File: config.mk
export PLATFORM = sky130hd
export DESIGN_NAME = symbol_arbiter
export DESIGN_NICKNAME = d
export VERILOG_FILES = /design/src/rtl/symbol_arbiter_pkg.sv /design/src/rtl/symbol_arbiter_burst_counter.sv /design/src/rtl/symbol_arbiter.sv
export SDC_FILE = /design/constraint.sdc
export NUM_CORES = 1
export LEC_CHECK = 0
export ABC_CLOCK_PERIOD_IN_PS = 2100
export CORE_ASPECT_RATIO = 0.8
export CORE_MARGIN = 2
export CORE_UTILIZATION = 41
export DETAILED_ROUTE_END_ITERATION = 10
export GPL_TIMING_DRIVEN = 1
export PLACE_DENSITY = 0.79
export RECOVER_POWER = 25
export SYNTH_ARGS = -nofsm -noshare
export SYNTH_HDL_FRONTEND = slang
export SYNTH_SLANG_ARGS = --single-unit
export TNS_END_PERCENT = 1
File: constraint.sdc
create_clock -name clk -period 2.1 [get_ports clk]
set_input_delay 0.63 -clock clk [delete_from_list [all_inputs] [get_ports clk]]
set_output_delay 0.63 -clock clk [all_outputs]
set_load 0.02 [all_outputs]
File: src/rtl/symbol_arbiter_pkg.sv
// Shared encodings for the two-requester symbol arbiter: controller states, owner ids, burst sizing.
// Types and constants only; no timing or flow-control behaviour of its own.
package symbol_arbiter_pkg;

   localparam int CNT_W         = 4;
   localparam int MAX_BURST_DEF = 8;

   typedef logic [1:0] sym_t;

   typedef enum logic [1:0] {
      ST_IDLE  = 2'd0,
      ST_CLEAR = 2'd1,
      ST_SERVE = 2'd2
   } state_t;

   typedef enum logic {
      OWN_A = 1'b0,
      OWN_B = 1'b1
   } owner_t;

   function automatic owner_t other_owner(input owner_t o);
      owner_t r;
      if (o == OWN_A) r = OWN_B;
      else            r = OWN_A;
      return r;
   endfunction

endpackage

File: src/rtl/symbol_arbiter_burst_counter.sv
// Counts symbols accepted in one ownership; cleared on CLEAR, saturates at MAX.
// Count is registered (updates on the edge after inc_i); at_limit_o decodes the current count.
module burst_counter
   import symbol_arbiter_pkg::*;
#(
   parameter int MAX = MAX_BURST_DEF
) (
   input  logic clk,
   input  logic reset,
   input  logic clr_i,
   input  logic inc_i,
   output logic at_limit_o
);

   localparam logic [CNT_W-1:0] MAX_C = CNT_W'(MAX);

   logic [CNT_W-1:0] count_q;
   logic [CNT_W-1:0] count_d;

   always_comb begin
      count_d = count_q;
      if (clr_i) begin
         count_d = '0;
      end else if (inc_i && (count_q != MAX_C)) begin
         count_d = count_q + CNT_W'(1);
      end
   end

   always_ff @(posedge clk or posedge reset) begin
      if (reset) begin
         count_q <= '0;
      end else begin
         count_q <= count_d;
      end
   end

   assign at_limit_o = (count_q == MAX_C);

endmodule

File: src/rtl/symbol_arbiter.sv
// Arbitrates two symbol streams onto one shared Moore detector; result returns one cycle after each grant.
// A requester is stalled (gnt low) while the other owns the detector, during CLEAR, or at its burst limit.
module symbol_arbiter
   import symbol_arbiter_pkg::*;
#(
   parameter int MAX_BURST = MAX_BURST_DEF
) (
   input  logic       clk,
   input  logic       reset,
   input  logic       req_a,
   input  logic       req_b,
   input  logic [1:0] sym_a,
   input  logic [1:0] sym_b,
   output logic       gnt_a,
   output logic       gnt_b,
   output logic       done_a,
   output logic       done_b,
   output logic [1:0] p_a,
   output logic [1:0] p_b,
   output logic       fsm_i,
   output logic       fsm_s,
   output logic       fsm_en,
   output logic       fsm_clr,
   input  logic       fsm_p1,
   input  logic       fsm_p2
);

   state_t state_q, state_d;
   owner_t owner_q, owner_d;
   owner_t last_q,  last_d;
   logic   done_a_q, done_b_q;

   logic   req_own;
   logic   req_oth;
   sym_t   sym_own;
   logic   gnt_own;
   logic   clr_cyc;
   logic   at_limit;

   assign req_own = (owner_q == OWN_A) ? req_a : req_b;
   assign req_oth = (owner_q == OWN_A) ? req_b : req_a;
   assign sym_own = (owner_q == OWN_A) ? sym_a : sym_b;

   always_comb begin
      state_d = state_q;
      owner_d = owner_q;
      last_d  = last_q;
      gnt_own = 1'b0;
      clr_cyc = 1'b0;
      unique case (state_q)
         ST_IDLE: begin
            if (req_a || req_b) begin
               state_d = ST_CLEAR;
               // On a tie the requester that was not served last wins.
               if (req_a && req_b) owner_d = other_owner(last_q);
               else if (req_a)     owner_d = OWN_A;
               else                owner_d = OWN_B;
            end
         end
         ST_CLEAR: begin
            clr_cyc = 1'b1;
            state_d = ST_SERVE;
         end
         ST_SERVE: begin
            if (at_limit && req_oth) begin
               state_d = ST_CLEAR;
               owner_d = other_owner(owner_q);
               last_d  = owner_q;
            end else if (req_own) begin
               gnt_own = 1'b1;
            end else begin
               state_d = ST_IDLE;
               last_d  = owner_q;
            end
         end
         default: begin
            state_d = ST_IDLE;
         end
      endcase
   end

   always_ff @(posedge clk or posedge reset) begin
      if (reset) begin
         state_q  <= ST_IDLE;
         owner_q  <= OWN_A;
         last_q   <= OWN_B;
         done_a_q <= 1'b0;
         done_b_q <= 1'b0;
      end else begin
         state_q  <= state_d;
         owner_q  <= owner_d;
         last_q   <= last_d;
         done_a_q <= gnt_a;
         done_b_q <= gnt_b;
      end
   end

   burst_counter #(
      .MAX (MAX_BURST)
   ) u_burst (
      .clk        (clk),
      .reset      (reset),
      .clr_i      (clr_cyc),
      .inc_i      (gnt_own),
      .at_limit_o (at_limit)
   );

   assign gnt_a   = gnt_own && (owner_q == OWN_A);
   assign gnt_b   = gnt_own && (owner_q == OWN_B);
   assign fsm_en  = gnt_own;
   assign fsm_clr = clr_cyc;
   assign fsm_i   = gnt_own & sym_own[1];
   assign fsm_s   = gnt_own & sym_own[0];

   // The detector has already advanced past the granted symbol, so its live outputs are the result.
   assign done_a = done_a_q;
   assign done_b = done_b_q;
   assign p_a    = done_a_q ? {fsm_p1, fsm_p2} : 2'b00;
   assign p_b    = done_b_q ? {fsm_p1, fsm_p2} : 2'b00;

endmodule
==> results of run 1 <==
repair_timing:
action / CTS / global route
setup endpoints to repair: 10 / 6
pin swaps: 4 / 4
endpoints found under the hold margin: 0 / 0
setup buffers: 1 / 2
resized for setup: 52 / 13
through the flow:
step / setup WS [ns] / util (%)
global placement: -0.940 / 64.0
global route: -0.313 / 68.9
finish: -0.251 / 68.9
floorplan: -0.0613 / -
CTS: -0.238 / 65.6
detailed placement: -0.961 / 64.0
registers in the layout, indices dropped and copies added (netlist names):
signal / flops
state_q: 2
u_burst.count_q: 4
done_a: 1
done_b: 1
owner_q: 1
last_q: 1
cell type report:
| cell class | instances | area, um2 | area share, % |
|---|---|---|---|
| multi-input combinational | 61 | 479 | 41.9 |
| inverter | 8 | 30.0 | 2.63 |
| tap | 22 | 27.5 | 2.41 |
| timing repair buffer | 39 | 329 | 28.8 |
| clock buffer | 4 | 26.3 | 2.30 |
| sequential | 10 | 251 | 22.0 |
power by group through the flow:
stage	logic, mW	clock network, mW	registers, mW
6_report	0.884	0.143	0.316
5_1_grt	0.942	0.159	0.323
4_1_cts	0.814	0.151	0.312
3_5_place_dp	0.807	0	0.316
3_3_place_gp	0.778	0	0.313
2_1_floorplan	0.477	0	0.332
worst max path at each step:
stage | start | end | slack (ns) | depth (start not counted)
2_1_floorplan | u_burst.count_q[0] | gnt_a | -0.06 | 5
3_3_place_gp | req_a | gnt_b | -0.94 | 5
3_5_place_dp | req_a | gnt_a | -0.96 | 5
4_1_cts | req_a | fsm_s | -0.24 | 5
6_report | u_burst.count_q[1] | gnt_b | -0.25 | 6
5_1_grt | u_burst.count_q[1] | gnt_b | -0.31 | 6
cells in the mapped netlist, types with 4 or more instances:
master	n
and2_1	4
nand2b_1	6
o22ai_1	5
nand2_1	8
inv_1	8
nor2_1	5
dfrtp_1	9
kinds of logic after synthesis:
group                      after synthesis
DFF                                     10
and+or+nand+nor                         35
buffers and inverters                   12
adders and majority gates                2
muxes                                    3
AOI/OAI and AO/OA                       21
worst max-delay path, cell delays in order (launching register included):
cell and delay [ns]:
dfrtp_1 0.37, inv_2 0.07, ha_4 0.15, and4b_1 0.19, a211o_4 0.41, nor2_4 0.14
buf_6 0.12
routing by layer:
layer  up-vias  GRT usage [%]  wire length [um]
met1       365           27.8               998
li1        378              -                 -
met2        36           32.6               992
met5         -              0                 0
met3         0           5.71               143
met4         0           5.79                 0
==> flow_summary.ini, run 1 <==
[placement]
place.gp.congestion = 0.877
io_buffers = 21
dp_hpwl_um = 1580
placed_cell_area_um2 = 1060
dp_cells = 137

[synthesis]
netlist.area_leader.share_pct = 30.4
synth-seq-cells = 10
synth-main-ff-cell = dfrtp_1
syn-cell-area_um2 = 742
synth_fp_nets = 95
synthArstFlopShare_pct = 100
synthMuxAreaShare_pct = 4.55
synth_top_family_by_area = simple AND/OR/NAND/NOR gates
synth-adder-area-share_pct = 3.37
synth_edf_count = 0
synth-compound-area-share_pct = 22.1
synth-seq-area-share_pct = 33.9
yosys.area_share.simple_pct = 27.8
synth_area_per_cell_um2 = 8.94
synth_top_area_cell = dfrtp_1
yosysWarnings = 0
synth_xor_area_share_pct = 0
synth_cell_types = 36
synthCells = 83
yosys-top-cells-area = dfrtp_1, nand2b_1, o22ai_1, inv_1, nand2_1

[clock_network]
cts_buffer_depth = 2
ctsHoldBuffers = 0
cts_root_buf = clkbuf_4
cts_max_level = 1
cts_buffers = 3
clk_latency_ns = 0.27
path_clk_slew_ns = 0.07
cts_tree = yes
cts.sinks = 10

[sta]
slew_headroom_pct = 75.0
tns_ns = -1.07
hold_viol = 0
skew_ns = 0.00159
setup_ws_ns = -0.251
whs_ns = 0.640
fmax_mhz = 425
setup_viol = 5
period_share_pct = 112
maxSlewViolCount = 0
finalCriticalPeriod_ns = 2.35
tightestPinTransition_ns = 0.366
grt_setup_unrepaired = yes

[finish]
drive_gt1_share_pct = 34.4
final_cell_mix = buf_4, dfrtp_1, nand2_1, clkdlybuf4s50_1, inv_1
nNetsFinal = 135
n_fill_cell = 129
final_area_um2 = 1140
stdcell_count = 144
final_common_cell = buf_4
area.growth.synth_to_final_pct = 54.1
antenna_cells = 0

[global_route]
grt_overflow = 0
antenna_found_initial = 0
grt_pass1_wl_um = 3310
track_usage_pct = 20.7
grt_pass1_vias = 708
grt_max_degree = 20

[worst_hold_path]
hold_end = last_q
hold_class = reg2reg
min_from = last_q
hold_depth = 1

[outcome]
violations = setup timing
status = finished with violations

[pwr]
power_density_nw_per_um2 = 1170
ir_drop_uv = 778
switching_share_pct = 42.5
internal-power_uw = 771
leakage_nw = 0.529
seqPwrFrac_pct = 23.6
p_sw_uw = 571
share_comb_of_total_power_pct = 65.8
total_power_mw = 1.34
pwr-share-clk_pct = 10.6

[worst_setup_path]
reg2reg_from = u_burst.count_q[1]
cp-start-kind = flip-flop
critical_path_class = reg2out
regToRegSetupSlack_ns = 0.45
cp_max_fo = 6
critPathCaptureType = primary output
reg2regPathDepth = 6
worstPathRequired_ns = 1.47
r2r_end = owner_q
cp.arrival_ns = 1.72

[job]
max_cap_violations = 0

[drt]
ant_nets = 0
wl_per_cell_um = 14.8
dr_total_vias = 779
drc_errors = 0
via_per_inst = 5.41
first_iter_violations = 27
drt_pre_antenna_iters = 4
wl_um = 2130

[floorplan]
start_util_pct = 44.7
core_um2 = 1660
die_w_um = 51.6
ioPinCount = 22
num_rows = 13
dieHeight_um = 42.1
die_area_um2 = 2170
No activity file was read; power rests on OpenSTA's default activity.
==> run 2: changes to the inputs <==
--- a/config.mk
+++ b/config.mk
@@ -13,6 +13,8 @@
 export GPL_TIMING_DRIVEN = 1
 export PLACE_DENSITY = 0.79
 export RECOVER_POWER = 25
+export REMOVE_ABC_BUFFERS = 1
+export SKIP_CTS_REPAIR_TIMING = 1
 export SYNTH_ARGS = -nofsm -noshare
 export SYNTH_HDL_FRONTEND = slang
 export SYNTH_SLANG_ARGS = --single-unit
==> run 2 against run 1 <==
The flow still finishes with violations (setup timing). Global-route usage is 0.15 points lower. Sequential share of layout area is 0.52 points lower. First-iteration DRC count is 7.4% higher. Core utilization is 1.7 points higher. Clock power is 24% higher. Sequential cell count stayed put. Register-to-register slack worse by 0.03 ns. Critical path type unchanged. Largest power group unchanged. Highest routed layer is now met4.
==> flow_summary.ini, run 2 (synthesized netlist as in run 1, its figures left out) <==
[placement]
dp_hpwl_um = 1540
io_buffers = 21
placed_cell_area_um2 = 1050
place.gp.congestion = 0.821

[finish]
area.growth.synth_to_final_pct = 57.8
antenna_cells = 0
nNetsFinal = 132
final_area_um2 = 1170
drive_gt1_share_pct = 31.1
largest_register_ff_count = 4
largest_register = u_burst.count_q
final_common_cell = buf_4
n_fill_cell = 136
final_cell_mix = buf_4, dfrtp_1, nand2_1, clkdlybuf4s50_1, dlymetal6s2s_1
reg_top3 = u_burst.count_q: 4 flops, state_q: 2 flops

[outcome]
status = finished with violations
violations = setup timing

[global_route]
grt_max_degree = 20
grt_overflow = 0
antenna_found_initial = 0
grt_pass1_vias = 706
track_usage_pct = 20.6
grt_pass1_wl_um = 3370

[drt]
wl_um = 2140
ant_nets = 0
wl_per_cell_um = 15.2
via_per_inst = 5.52
drc_errors = 0
drt_pre_antenna_iters = 4
dr_total_vias = 779
first_iter_violations = 29

[clock_network]
cts_tree = yes
cts_buffers = 3
cts_buffer_depth = 2
cts_root_buf = clkbuf_4
cts_max_level = 1
path_clk_slew_ns = 0.07
clk_latency_ns = 0.27
cts.sinks = 10

[worst_hold_path]
hold_class = reg2reg
min_from = last_q
hold_depth = 1
hold_end = last_q

[worst_setup_path]
r2r_end = owner_q
cp_cell_sequence = inv_2 > ha_4 > and4b_1 > a211o_4 > nor2_4 > buf_6
reg2regPathDepth = 4
regToRegSetupSlack_ns = 0.42
critPathCaptureType = primary output
cp_max_fo = 6
critical_path_class = reg2out
cpPeakStageDelay_ns = 0.40
reg2reg_from = u_burst.count_q[2]
cp-start-kind = flip-flop
slowest_stage = a211o_4
worstPathRequired_ns = 1.47
cp.arrival_ns = 1.72

[sta]
tns_ns = -1.05
skew_ns = 0.00170
whs_ns = 0.635
tightestPinTransition_ns = 0.508
fmax_mhz = 425
hold_viol = 0
finalCriticalPeriod_ns = 2.35
setup_ws_ns = -0.250
grt_setup_unrepaired = yes
period_share_pct = 112
setup_viol = 5
maxSlewViolCount = 0
slew_headroom_pct = 65.2

[pwr]
ir_drop_uv = 918
total_power_mw = 1.35
power_density_nw_per_um2 = 1150
leakage_nw = 0.611

[floorplan]
die_area_um2 = 2170
core_um2 = 1660
die_w_um = 51.6
ioPinCount = 22
dieHeight_um = 42.1
start_util_pct = 44.7
num_rows = 13

[job]
max_cap_violations = 0
-- run 2: through the flow --
stage	util (%)	setup WS [ns]	std cells
after floorplan	-	-0.0614	79
after global placement	63.5	-0.949	136
after detailed placement	63.5	-0.974	136
after CTS	65.7	-0.979	140
after global routing	70.6	-0.348	141
final	70.6	-0.250	141
-- run 2: critical path, delay by kind of cell (launching register included) --
| kind | cells | cell delay [ns] |
|---|---|---|
| adder cells (fa/ha/maj) | 1 | 0.16 |
| buffers and inverters | 2 | 0.18 |
| AO/OA/AOI/OAI | 1 | 0.40 |
| flip-flops | 1 | 0.36 |
| AND/OR/NAND/NOR | 2 | 0.35 |
-- run 2: final cells by class --
type	instances	area (um2)	share of cell area, %
repair buffers	36	347	29.6
well taps	22	27.5	2.35
inverters	8	30.0	2.56
multi-input cells	61	479	40.9
clock buffers	4	36.3	3.10
flip-flops and latches	10	251	21.5
-- run 2: worst max-delay path by stage --
stage	slack [ns]	from	cells past startpoint	to
after global routing	-0.35	u_burst.count_q[0]	6	gnt_b
final	-0.25	u_burst.count_q[1]	6	gnt_b
after detailed placement	-0.97	req_a	5	gnt_a
after floorplan	-0.06	u_burst.count_q[0]	5	gnt_a
after CTS	-0.98	req_a	5	gnt_a
after global placement	-0.95	req_a	5	gnt_b
-- run 2: power by group --
group	leakage [nW]	switching [mW]	internal (mW)
Combinational	0.463	0.444	0.411
Clock	0.0210	0.0713	0.105
Sequential	0.128	0.0466	0.269
Total	0.611	0.562	0.785
-- run 2: layer usage --
layer | share of wire, % | wire [um] | GRT usage, %
met1 | 44 | 950 | 29.1
met2 | 49 | 1060 | 31.3
met3 | 5.1 | 109 | 5.36
met4 | 0.89 | 19 | 4.74
met5 | 0 | 0 | 0
==> patch (flow settings as in run 1) <==
One comparison of `count_q` changes from == to >=.
--- a/src/rtl/symbol_arbiter_burst_counter.sv
+++ b/src/rtl/symbol_arbiter_burst_counter.sv
@@ -35,5 +35,5 @@
    end
 
-   assign at_limit_o = (count_q == MAX_C);
+   assign at_limit_o = (count_q >= MAX_C);
 
 endmodule
Check against the original RTL: same outputs for any inputs over 10 cycles, from zero or initial values and one cycle with reset high; that may be too few to reach the edited logic, so the function may still have changed.
==> patch against run 1 <==
The run still ends with negative setup slack left; non-clock buffer count fell by 7; wire length decreased by 32%; sequential cell count stayed put; via count down 21%; design area decreased by 13%; power is 20% lower; maximum frequency up 12%; synthesized area fell by 15%; core utilization grew 1.4 points; setup slack improved by 250 ps.
==> patch: results (changes against run 1) <==
status:
  outcome: "finished, violations left"
  violations: "negative setup slack"
logic_synthesis:
  async_flop_share_pct: 100.0  # unchanged
  ys.flop_type: "dfrtp_1"
  synth_cell_types: 27  # -25%
  syn-num-nets: 77  # -19%
  yosys-top-cells-count: "9 x dfrtp_1, 6 x nand2_1, 6 x nor2_1"
  ys_seq_area_share_pct: 39.72  # +5.8 points
  synth_area_leaders: "dfrtp_1 36%, mux2i_1 7.9%, mux2_4 4.7%, dfstp_2 4.2%, and2_1 4.0%"
worst_setup_path:
  critPathMaxStageDelay_ps: 430  # +20 ps
  cp_top_family: "buffers and inverters"
  r2r_slack_ps: 510  # +60 ps
  worst_ep_arrival_time_ps: 1470  # -250 ps
  slowest_stage: "clkdlybuf4s50_1"
  path_max_fanout: 1  # -5
global_routing:
  antenna_found_initial: 0  # unchanged
  grt_max_degree: 11  # -45%
  grt_pass1_wl_mm: 2.366  # -28%
  track_usage_pct: 19.73  # -0.98 points
  grt_pass1_vias: 565  # -20%
power:
  leakage_uw: 0.0004919  # -7.1%
  swShare_pct: 40.55  # -2.0 points
  vdd_drop_max_v: 0.0006352  # -18%
timing:
  worstMarginPinSlew_ps: 372.4  # +6.649 ps
  whs_ps: 549.5  # -90.42 ps
  setup-violations-final: 1  # -4
  skew_ps: 9.117  # +7.525 ps
  fin_ws_ps: -3.269  # +247.4 ps
final_layout:
  fin_nets: 113  # -16%
  antennaDiodeCount: 0  # unchanged
  layout-drive-gt1-share_pct: 39.00  # +4.6 points
placed_design:
  port_buffers: 21  # unchanged
  gp_congestion: 0.7956  # -9.3%
  dp_hpwl_mm: 1.100  # -30%
cts:
  cts_buffers: 3  # unchanged
  cts_root_buf: "clkbuf_4"
  path_clk_slew_ps: 60
  clockBufferDepth: 2  # unchanged
  cts_setup_buffers: 0  # -1
routing:
  vias_per_cell: 5.066  # -6.4%
  wl_per_cell_um: 12.07  # -19%
  drt-pass1-iter-count: 4  # unchanged
  drt_iter0_drc: 9  # -67%
-- patch: area by class of cell --
type	instances	area (um^2)
clock buffers	4	26.28
fillers	115	419.2
inverters	6	27.53
multi-input cells	48	394.1
flip-flops and latches	10	251.5
well taps	21	26.28
repair buffers	32	266.5
-- patch: metrics by stage --
stage | setup slack (ps) | TNS [ps] | instances | area (um^2) | utilization, %
after global placement | -799.7 | -5267 | 117 | 940.9 | 66.67
after floorplan | 94.94 | 0 | 65 | 633.1 | -
after global routing | -39.83 | -115.5 | 121 | 992.2 | 70.30
after CTS | 4.019 | 0 | 121 | 992.2 | 70.30
final | -3.269 | -3.269 | 121 | 992.2 | 70.30
after detailed placement | -854.9 | -5482 | 117 | 940.9 | 66.67
-- patch: kinds of logic after synthesis --
logic type / share of synthesized area [%]
buf+inv: 6.127
simple gates: 23.32
compound gates: 14.23
mux: 12.65
fa+ha+maj: 3.952
flops: 39.72
-- patch: routing by layer --
metal  GRT usage (%)  part of all wire (%)  up-vias
li1                -                     -      293
met1           21.02                    42      291
met2           32.33                    48       24
met3           7.477                   7.7        5
met4           12.16                   2.9        0
met5               0                     0        -
-- patch: final timing paths --
| path | to | start | cells after the start |
|---|---|---|---|
| min in group asynchronous | u_burst.count_q[1] | reset | 2 |
| setup reg to reg | u_burst.count_q[1] | owner_q | 7 |
| setup / recovery | fsm_s | sym_b[0] | 4 |
| max in group asynchronous | last_q | reset | 2 |
| hold reg to reg | u_burst.count_q[0] | u_burst.count_q[0] | 1 |
| hold / removal | u_burst.count_q[0] | u_burst.count_q[0] | 1 |
-- patch: power groups by stage --
| stage | logic [uW] | clock network (uW) | registers (uW) |
|---|---|---|---|
| 3_5_place_dp | 579 | 0 | 311 |
| 5_1_grt | 692 | 149 | 319 |
| 6_report | 631 | 139 | 309 |
| 3_3_place_gp | 569 | 0 | 310 |
| 4_1_cts | 620 | 144 | 307 |
| 2_1_floorplan | 339 | 0 | 312 |
-- patch: what timing repair did --
item | in CTS | in global routing
setup endpoints to repair | 10 | 7
gates resized for setup | 61 | 6
pin swaps | 3 | 1
-- patch: worst reg2reg max path, cell delays in order (launching register included) --
cell	delay, ps
dfrtp_1	410
mux2i_1	310
nor2_4	90
nand2_8	130
inv_6	40
buf_4	140
o21ai_4	60
mux2_4	310
